<file path="src/rtl/controlador_funcionalidade.sv">
// Arms the encoder's function code, runs it for CF*TICKS_PER_UNIT cycles on confirm, reports busy/remaining/done/abort.
// Optional build macro CF_STABLE_FILTER_EN: require STABLE_CYCLES identical nonzero CF samples before arming.
module controlador_funcionalidade #(
    parameter int unsigned STABLE_CYCLES  = 4,
    parameter int unsigned TICKS_PER_UNIT = 10,
    parameter int unsigned CNT_W          = 16
) (
    input  logic             clk,
    input  logic             rst_n,
    input  logic [2:0]       CF,
    input  logic             confirma,
    input  logic             cancela,
    output logic [2:0]       funcao_ativa,
    output logic             ocupado,
    output logic [CNT_W-1:0] restante,
    output logic             concluido,
    output logic             erro
);

    typedef enum logic [1:0] {IDLE, ARMED, RUN, DONE} state_t;

    state_t           state, state_nx;
    logic [2:0]       funcao_nx;
    logic             ocupado_nx;
    logic [CNT_W-1:0] restante_nx;
    logic             concluido_nx;
    logic             erro_nx;
    logic             qualifica_c;

    // Elaboration-time parameter legality checks
    if (STABLE_CYCLES == 0 || STABLE_CYCLES > 15) begin : g_bad_stable
        $error("STABLE_CYCLES must be in 1..15");
    end
    if (((64'(7) * 64'(TICKS_PER_UNIT)) >> CNT_W) != 64'(0)) begin : g_bad_ticks
        $error("7*TICKS_PER_UNIT does not fit in CNT_W bits");
    end

`ifdef CF_STABLE_FILTER_EN
    localparam int unsigned STB_W = 4;

    logic [STB_W-1:0] estavel_cnt;
    logic [STB_W-1:0] run_c;
    logic [2:0]       cf_prev;

    // Length of the current run of identical nonzero CF samples, including this one
    always_comb begin
        run_c = '0;
        if (CF != 3'd0) begin
            run_c = (estavel_cnt != '0 && CF == cf_prev) ? estavel_cnt + STB_W'(1) : STB_W'(1);
        end
    end

    assign qualifica_c = (state == IDLE) && (run_c == STB_W'(STABLE_CYCLES));

    // Count only accumulates while waiting in IDLE; any other state restarts it
    always_ff @(posedge clk or negedge rst_n) begin
        if (!rst_n) begin
            estavel_cnt <= '0;
            cf_prev     <= '0;
        end else begin
            estavel_cnt <= (state == IDLE && !qualifica_c) ? run_c : '0;
            cf_prev     <= CF;
        end
    end
`else
    assign qualifica_c = (state == IDLE) && (CF != 3'd0);
`endif

    always_ff @(posedge clk or negedge rst_n) begin
        if (!rst_n) begin
            state        <= IDLE;
            funcao_ativa <= '0;
            ocupado      <= 1'b0;
            restante     <= '0;
            concluido    <= 1'b0;
            erro         <= 1'b0;
        end else begin
            state        <= state_nx;
            funcao_ativa <= funcao_nx;
            ocupado      <= ocupado_nx;
            restante     <= restante_nx;
            concluido    <= concluido_nx;
            erro         <= erro_nx;
        end
    end

    // Next state and next registered outputs; cancela outranks confirma and completion
    always_comb begin
        state_nx     = state;
        funcao_nx    = funcao_ativa;
        ocupado_nx   = 1'b0;
        restante_nx  = '0;
        concluido_nx = 1'b0;
        erro_nx      = 1'b0;

        case (state)
            IDLE: begin
                funcao_nx = '0;
                if (qualifica_c) begin
                    state_nx  = ARMED;
                    funcao_nx = CF;
                end
            end
            ARMED: begin
                if (cancela || CF == 3'd0) begin
                    state_nx  = IDLE;
                    funcao_nx = '0;
                end else if (CF != funcao_ativa) begin
`ifdef CF_STABLE_FILTER_EN
                    state_nx  = IDLE;
                    funcao_nx = '0;
`else
                    funcao_nx = CF;
`endif
                end else if (confirma) begin
                    state_nx    = RUN;
                    ocupado_nx  = 1'b1;
                    restante_nx = CNT_W'(funcao_ativa) * CNT_W'(TICKS_PER_UNIT);
                end
            end
            RUN: begin
                if (cancela) begin
                    state_nx  = IDLE;
                    funcao_nx = '0;
                    erro_nx   = 1'b1;
                end else if (restante == CNT_W'(1)) begin
                    state_nx     = DONE;
                    concluido_nx = 1'b1;
                end else begin
                    ocupado_nx  = 1'b1;
                    restante_nx = restante - CNT_W'(1);
                end
            end
            DONE: begin
                state_nx  = IDLE;
                funcao_nx = '0;
            end
            default: begin
                state_nx  = IDLE;
                funcao_nx = '0;
            end
        endcase
    end

endmodule
</file>
<file path="config.mk">
export PLATFORM = sky130hd
export DESIGN_NAME = controlador_funcionalidade
export DESIGN_NICKNAME = d
export VERILOG_FILES = /design/src/rtl/controlador_funcionalidade.sv
export SDC_FILE = /design/constraint.sdc
export NUM_CORES = 1
export LEC_CHECK = 0
export CAP_MARGIN = 20
export CORE_AREA = 2 2 68 54
export DETAILED_ROUTE_END_ITERATION = 10
export DIE_AREA = 0 0 70 56
export PLACE_DENSITY = 0.65
export SETUP_SLACK_MARGIN = 0.05
export SKIP_CTS_REPAIR_TIMING = 1
export SYNTH_ARGS = -nofsm -noshare
export SYNTH_HDL_FRONTEND = slang
export SYNTH_SLANG_ARGS = --single-unit
</file>
<file path="constraint.sdc">
create_clock -name clk -period 2.4 [get_ports clk]
set_input_delay 0.48 -clock clk [delete_from_list [all_inputs] [get_ports clk]]
set_output_delay 0.48 -clock clk [all_outputs]
set_load 0.03 [all_outputs]
</file>
# [Word level (Yosys, flattened, before mapping)]
# Cells that the tools add are included.
[classes] n_eq_ne=11 div_mod_pow=0 order_cmp=0 n_mul=1 shift=0 reduce_logical=7 bitwise_logic=0 addsub=1 muxes=29
[ops] operator="two-way mux 16 bit" count=2
[ops] operator="case mux 16 bit (2 select lines)" count=1
[ops] operator="two-way mux 7 bit" count=3
[ops] operator="equality test 16 x 1 -> 1 bit (second input constant)" count=1
[ops] operator="subtractor 16 x 1 -> 16 bit (second input constant)" count=1
[ops] operator="two-way mux 2 bit" count=6
[ops] operator="two-way mux 3 bit" count=4
[ops] operator="inequality test 3 bit (second input constant)" count=4
[ops] operator="case mux 3 bit (4 select lines)" count=1
[ops] operator="two-way mux 1 bit" count=10
[ops] operator="case mux 2 bit (4 select lines)" count=1
[ops] operator="multiplier 3 x 3 -> 6 bit (second input constant)" count=1
[ops] operator="equality test 2 bit (second input constant)" count=2
[ops] operator="inequality test 2 bit (second input constant)" count=2
[ops] operator="AND reduction 4 bit" count=1
[ops] operator="logical NOT 3 bit" count=1
[ops] operator="inequality test 3 bit" count=1
[ops] operator="nonzero test 3 bit" count=1
[ops] operator="equality test 2 x 1 -> 1 bit (second input constant)" count=1
[ops] operator="logical NOT 2 bit" count=1
[ops] operator="case mux 1 bit (2 select lines)" count=1
[ops] operator="AND reduction 2 bit" count=1
[ops] operator="logical AND 1 bit" count=1
[ops] operator="logical OR 1 bit" count=1
[word_totals] input_bits=7 mem_bits_rw=0 regBits=24 n_memories=0 rom_bits=0 latch_bits=0 output_inout_bits=22

# [Depth between registers and ports, before layout]
# Gate-level depths: netlist of the first run.
[depth] ltp_word=5 depth_mapped=7 ltp_nobuf=6

# [Worst setup path before layout of the first run]
# No wires, ideal clock.
[synth_path] kind="reg-to-reg" from="register restante[0]" to="register restante[0]" n_path_buf=1 path_stages_with_launch=7 synth_period_minus_slack_ns=1.843 slack_ns=0.557 setup_time_ns=0.137 t_required_ns=2.263 arrival_ns=1.705 path_cell_list="dfrtp_1 ha_1 nor4b_1 nand4_1 nand3_1 buf_6 nor2_1"
[synth_between] elab_chain_cells=4 word_cells_on_any_way=5 classes_between="add/sub: 1; eq/ne: 1; mux: 3"
[synth_lines] item="start: declaration" line="15" text="output logic [CNT_W-1:0] restante,"
[synth_lines] item="start signal: assignment" line="81" text="restante <= restante_nx;"
[synth_lines] item="subtractor 16 x 1 -> 16 bit or equality test 16 x 1 -> 1 bit (tied branches)" line="131, 126"
[synth_lines] item="two-way mux 16 bit *" line="126" text="end else if (restante == CNT_W'(1)) begin"
[synth_lines] item="two-way mux 16 bit *" line="122" text="if (cancela) begin"
[synth_lines] item="case mux 16 bit (2 select lines) *" line="96" text="case (state)"
[synth_lines] item="via restante_nx[0]" line="25" text="logic [CNT_W-1:0] restante_nx;"
# The timed path passes the listed nets; every way through them passes the cells marked *.
# A chain may end at the register's enable or synchronous reset.

# [Worst setup path in the final report of the first run]
[layout_path] from="register restante[6]" to="output restante[6]"
# No word-level cell between the ends.

==> run_results.csv, run 1 <==
group,metric,value,unit
run_status,status,"completed",
drt,routed_wl,3020,um
floorplanning,die_area,3920,um^2
worst_setup_path,regToRegStartpoint,"restante[6]$_DFF_PN0_",
pwr,p_int,1000,uW
final_layout,fin_nets,181,
final_layout,drive_gt1_share,7.98,%
sta,relSlewSlack,60.2,%
final_layout,final_cell_mix,"28 x clkdlybuf4s50_1, 24 x dfrtp_1, 9 x nor2_1, 9 x ha_1, 8 x inv_1",
grt,antenna_found_initial,0,
final_layout,final_common_cell,"clkdlybuf4s50_1",
synth,synth_edf_count,0,
final_layout,area_growth,26.7,%
worst_setup_path,r2r_end,"restante[14]$_DFF_PN0_",
clock_network,htreeDepth,1,
worst_setup_path,slowest_delay,0.73,ns
grt,track_usage,16.8,%
sta,slew_violations,0,
sta,hold_viol_final,0,
sta,tightest_slew,0.589,ns
grt,grt_pass1_vias,1104,
pwr,peakVddDrop,0.571,mV
synth,async_reset_ff_share,100,%
clock_network,clock_sinks,24,
worst_hold_path,hold_path_startpoint,"state[0]$_DFFE_PN0P_",
synth,synth_area_leaders,"dfrtp_1 43%, ha_1 8.1%, o2bb2ai_1 3.8%, xnor2_1 3.8%, xor2_1 3.1%",
grt,grt_remaining_overflow,0,
worst_setup_path,ff2ff_setup_slack,0.49,ns
worst_setup_path,path_depth,1,
worst_setup_path,crit_chain,"clkdlybuf4s50_1",
pwr,leakagePower,0.000866,uW
drt,drt_iter0_drc,48,
drt,vias,1116,
sta,clock_skew,0.00452,ns
pwr,power_per_cell_area,978,nW/um^2
final_layout,num_antenna_cells,0,
worst_setup_path,path_class,"register to output pin",
worst_setup_path,critPathTopFamily,"buffers and inverters",
drt,wl_per_cell,14.9,um
synth,ys_types,42,
sta,min_period_over_period,82.4,%
pwr,switchingPower,728,uW
floorplanning,start_util,43.6,%
synth,yosysWarningCount,0,
run,max_cap_violations,0,
worst_setup_path,rr_worst_depth,4,
floorplanning,die_x,70,um
grt,grt_max_degree,25,
worst_hold_path,hp-class,"register to register",
floorplanning,die_h,56,um
drt,drc_errors,0,
clock_network,numCtsBuffers,3,
floorplanning,io_pins,29,
sta,fmax,506,MHz
sta,timing.final.ws_setup,0.422,ns
worst_setup_path,cp_data_arrival_time,1.50,ns
synth,avgSynthCellArea,10.6,um^2
sta,period_needed,1.98,ns
worst_setup_path,startpoint_type,"register",
sta,hold_ws,0.542,ns
worst_hold_path,holdPathStages,1,
synth,synth-seq-cells,24,
synth,netlist_instances,132,
drt,first_pass_iters,4,
pwr,power,1730,uW
synth,synth_area,1390,um^2
clock_network,cts_tree,"yes",
sta,setup_violations,0,
floorplanning,coreArea,3200,um^2
synth,synth_top_area_cell,"dfrtp_1",
placed_design,hpwlAfterDp,2260,um
pwr,switching_share,42.1,%
pwr,power.share.combinational,52.9,%
sta,fin_setup_tns,0,ns
placed_design,dp_slack,0.227,ns
worst_hold_path,min_to,"state[0]$_DFFE_PN0P_",
synth,synth_top_area_share,43.1,%
pwr,power.share.clock,13.9,%
clock_network,clk_pin_slew,0.08,ns
clock_network,cts-root-buf,"clkbuf_8",
clock_network,ctsLongestPathBuffers,2,
final_layout,multiInputGateArea,748,um^2
final_layout,ff_latch_area,601,um^2
floorplanning,rows,18,
worst_setup_path,cp-end-kind,"output pin",
sta,grt_setup_unrepaired,"no",
grt,grt_first_pass_wirelength,5350,um
synth,ys_seq_area_share,43.1,%
drt,ant_nets,0,
synth,syn_nets,148,
worst_setup_path,cp_num_buf_inv,1,
pwr,power_frac_seq,33.2,%
clock_network,clock_latency,0.26,ns
placed_design,gp_congestion,0.892,
placed_design,port_buffers,28,
final_layout,post-route-util,55.2,%
final_layout,fill_cells,296,
worst_setup_path,worstPathMaxFanout,7,
worst_setup_path,worstPathRequired,1.92,ns
worst_setup_path,slowest_stage,"clkdlybuf4s50_1",
drt,via_per_inst,5.50,
synth,synth_ff_type,"dfrtp_1",
[power groups by stage]
| stage | sequential [uW] | combinational, uW | clock (uW) |
|---|---|---|---|
| 6_report | 573 | 914 | 239 |
| 5_1_grt | 591 | 1030 | 266 |
| 4_1_cts | 577 | 921 | 245 |
| 3_5_place_dp | 585 | 914 | 0 |
| 3_3_place_gp | 580 | 899 | 0 |
| 2_1_floorplan | 670 | 564 | 0 |
[cell families (layout without fill, tap and decap cells)]
| kind of cell | count (synthesis) | in the layout | synth area share (%) |
|---|---|---|---|
| fa+ha+maj | 9 | 9 | 8.08 |
| xor+xnor | 11 | 11 | 6.91 |
| flops | 24 | 24 | 43.1 |
| mux | 3 | 3 | 2.15 |
| buf+inv | 10 | 41 | 3.23 |
| compound gates | 25 | 25 | 13.5 |
| simple gates | 50 | 50 | 23.1 |
[final cells by class]
class / instances / share of cell area [%]
Clock buffer: 3 / 2.34
Tap cell: 40 / 2.83
Inverter: 8 / 1.70
Multi-Input combinational cell: 98 / 42.4
Timing Repair Buffer: 30 / 16.7
Sequential cell: 24 / 34.0
[flip-flops by register name, summed over array words and instances, names as in the netlist]
name and flops:
concluido 1, erro 1, funcao_ativa 3, ocupado 1
restante 16, state 2
[Yosys cell counts (all sizes together) (2+ instances only)]
library cell and instances:
nand2b 3, nand3 3, ha 9, nor2 10
nor3 4, or3 2, and2 2, nor4 5
nand2 6, nand4 4, a21oi 6, o2bb2ai 6
xor2 5, mux2i 3, inv 8, or4 5
o31ai 4, xnor2 6, dfrtp 24
[metal layers]
layer	GRT usage, %	vias to the layer above	part of all wire, %
met1	23.6	539	52
met3	4.35	2	3.1
met4	1.92	0	0.43
met5	0	-	0
li1	-	554	-
met2	27.1	21	44
[worst register-to-register path, stage by stage, from the launching register on]
cell,delay [ns]
dfrtp_1,0.48
nor4_4,0.51
nand2b_2,0.13
or4_1,0.49
a21oi_1,0.20
[stage by stage]
stage               std cells  instance area (um^2)
floorplan                 132                  1390
detailed placement        200                  1720
global placement          200                  1720
CTS                       203                  1770
global route              203                  1770
finish                    203                  1770
[how the worst max path moves through the flow]
stage	startpoint	endpoint	slack, ns
2_1_floorplan	restante[0]$_DFF_PN0_	restante[0]$_DFF_PN0_	0.56
3_3_place_gp	CF[0]	funcao_ativa[0]$_DFFE_PN0P_	0.33
3_5_place_dp	CF[0]	funcao_ativa[0]$_DFFE_PN0P_	0.23
4_1_cts	restante[6]$_DFF_PN0_	restante[6]	0.40
5_1_grt	restante[6]$_DFF_PN0_	restante[6]	0.35
6_report	restante[6]$_DFF_PN0_	restante[6]	0.42
Power figures use the tool's default switching activity.
==> run 2, diff against run 1 <==
- clock period: 2.4 -> 1.9 ns (I/O delays scaled with it)
==> run 2 against run 1 <==
Compared with the run above:
- register-to-register slack worse by 0.40 ns
- global-route usage is 1.4 points higher
- wire length increased by 4.8%
- worst setup slack worse by 0.33 ns
- clock power is 43% higher
==> run_results.csv, run 2 (same netlist as run 1, synthesis figures left out) <==
group,metric,value,unit
sta,setup_violations,0,
worst_setup_path,cp-end-kind,"register",
clock_network,cts_tree,"yes",
drt,drc_errors,0,
final_layout,stdcell_count,215,
worst_setup_path,startpoint_type,"register",
sta,tightest_slew,0.395,ns
floorplanning,rows,18,
floorplanning,die_area,3920,um^2
placed_design,gp_congestion,0.835,
floorplanning,start_util,43.6,%
final_layout,num_antenna_cells,0,
grt,antenna_found_initial,0,
run_status,status,"completed",
clock_network,ctsLongestPathBuffers,2,
final_layout,final_common_cell,"dfrtp_1",
worst_hold_path,hp-class,"input port to asynchronous set/reset pin",
worst_setup_path,worstPathMaxFanout,7,
sta,hold_viol_final,0,
pwr,peakVddDrop,0.621,mV
sta,min_period_over_period,95.1,%
worst_setup_path,cp_data_arrival_time,1.99,ns
sta,slew_violations,0,
placed_design,port_buffers,28,
worst_setup_path,worstPathRequired,2.08,ns
clock_network,cts-root-buf,"clkbuf_8",
grt,grt_first_pass_wirelength,5710,um
sta,grt_setup_unrepaired,"yes",
pwr,power,2320,uW
drt,drt_iter0_drc,50,
final_layout,drive_gt1_share,14.9,%
placed_design,dp_cells,210,
floorplanning,die_h,56,um
final_layout,post-route-util,59.3,%
grt,track_usage,18.2,%
worst_setup_path,slowest_delay,0.50,ns
worst_setup_path,critPathTopFamily,"simple AND/OR/NAND/NOR gates",
worst_setup_path,path_class,"register to register",
clock_network,clock_latency,0.26,ns
final_layout,design_area,1900,um^2
final_layout,final_cell_mix,"23 x dfrtp_1, 15 x clkdlybuf4s50_1, 13 x dlymetal6s2s_1, 13 x buf_4",
worst_setup_path,slowest_stage,"or3_2",
worst_setup_path,crit_chain,"or3_2 -> or2_0 -> or3_1 -> a21oi_1",
drt,vias,1152,
final_layout,largest_reg_flops,16,
placed_design,dpl_cell_area,1800,um^2
clock_network,clk_pin_slew,0.08,ns
sta,period_needed,1.81,ns
run,max_cap_violations,0,
worst_setup_path,crit_start,"restante[12]$_DFF_PN0_",
sta,fin_setup_tns,0,ns
floorplanning,die_x,70,um
worst_setup_path,cp_num_buf_inv,0,
grt,grt_pass1_vias,1207,
sta,fmax,553,MHz
sta,relSlewSlack,73.7,%
pwr,leakagePower,0.00116,uW
floorplanning,io_pins,29,
drt,ant_nets,0,
grt,grt_max_degree,25,
drt,first_pass_iters,4,
floorplanning,coreArea,3200,um^2
sta,clock_skew,0.00528,ns
clock_network,numCtsBuffers,3,
final_layout,area_growth,36.0,%
grt,grt_remaining_overflow,0,
drt,via_per_inst,5.36,
drt,routed_wl,3160,um
clock_network,htreeDepth,1,
pwr,power_per_cell_area,1230,nW/um^2
placed_design,hpwlAfterDp,2390,um
final_layout,reg_top3,"restante x16, funcao_ativa x3, state x2",
final_layout,fin_nets,192,
worst_setup_path,regToRegStartpoint,"restante[12]$_DFF_PN0_",
clock_network,clock_sinks,24,
final_layout,top_register,"restante",
drt,wl_per_cell,14.7,um
## run 2: changes by cell type in the layout (fill, tap and decap cells not counted)
cell	change
clkdlybuf4s50_1	-13
dlymetal6s2s_1	+13
dfrtp_2	+1
buf_4	+11
dfrtp_1	-1
clkbuf_8	+1
## run 2: worst paths after layout
kind,cells past startpoint,slack (ns),to
setup / recovery,4,0.09,restante[15]$_DFF_PN0_
hold reg to reg,1,0.54,restante[0]$_DFF_PN0_
hold / removal,2,0.47,funcao_ativa[0]$_DFFE_PN0P_
setup reg to reg,4,0.09,restante[15]$_DFF_PN0_
min in group clk,1,0.54,restante[0]$_DFF_PN0_
max in group asynchronous,2,1.17,restante[0]$_DFF_PN0_
## run 2: metrics by stage
stage               setup WS (ns)  hold WS (ns)
detailed placement        -0.0785         0.547
global placement           0.0144         0.521
floorplan                  0.0572        0.0844
global route               0.0309         0.502
finish                     0.0929         0.469
CTS                        0.0140         0.475
## run 2: worst reg2reg max path, cell delays in order, from the launching register on
cell and delay [ns]:
dfrtp_1 0.45, or3_2 0.50, or2_0 0.24, or3_1 0.36, a21oi_1 0.18
## run 2: where the power goes
part,switching [uW],total (uW),internal [uW]
logic,669,1260,593
registers,122,722,600
clock network,156,341,185
total,947,2320,1380
## run 2: cell type report
cell class	instances	area, um^2
Timing Repair Buffer	41	410
Clock buffer	4	55.1
Fill cell	274	1300
Inverter	8	30.0
Multi-Input combinational cell	98	748
Tap cell	40	50.0
Sequential cell	24	602
## run 2: layer usage
layer / wire (um) / share of wire, % / vias up / global-route usage, %
met3: 129 / 4.1 / 4 / 4.89
met1: 1600 / 51 / 550 / 24.8
li1: - / - / 577 / -
met4: 21 / 0.66 / 0 / 3.30
met5: 0 / 0 / - / 0
met2: 1410 / 45 / 21 / 29.4
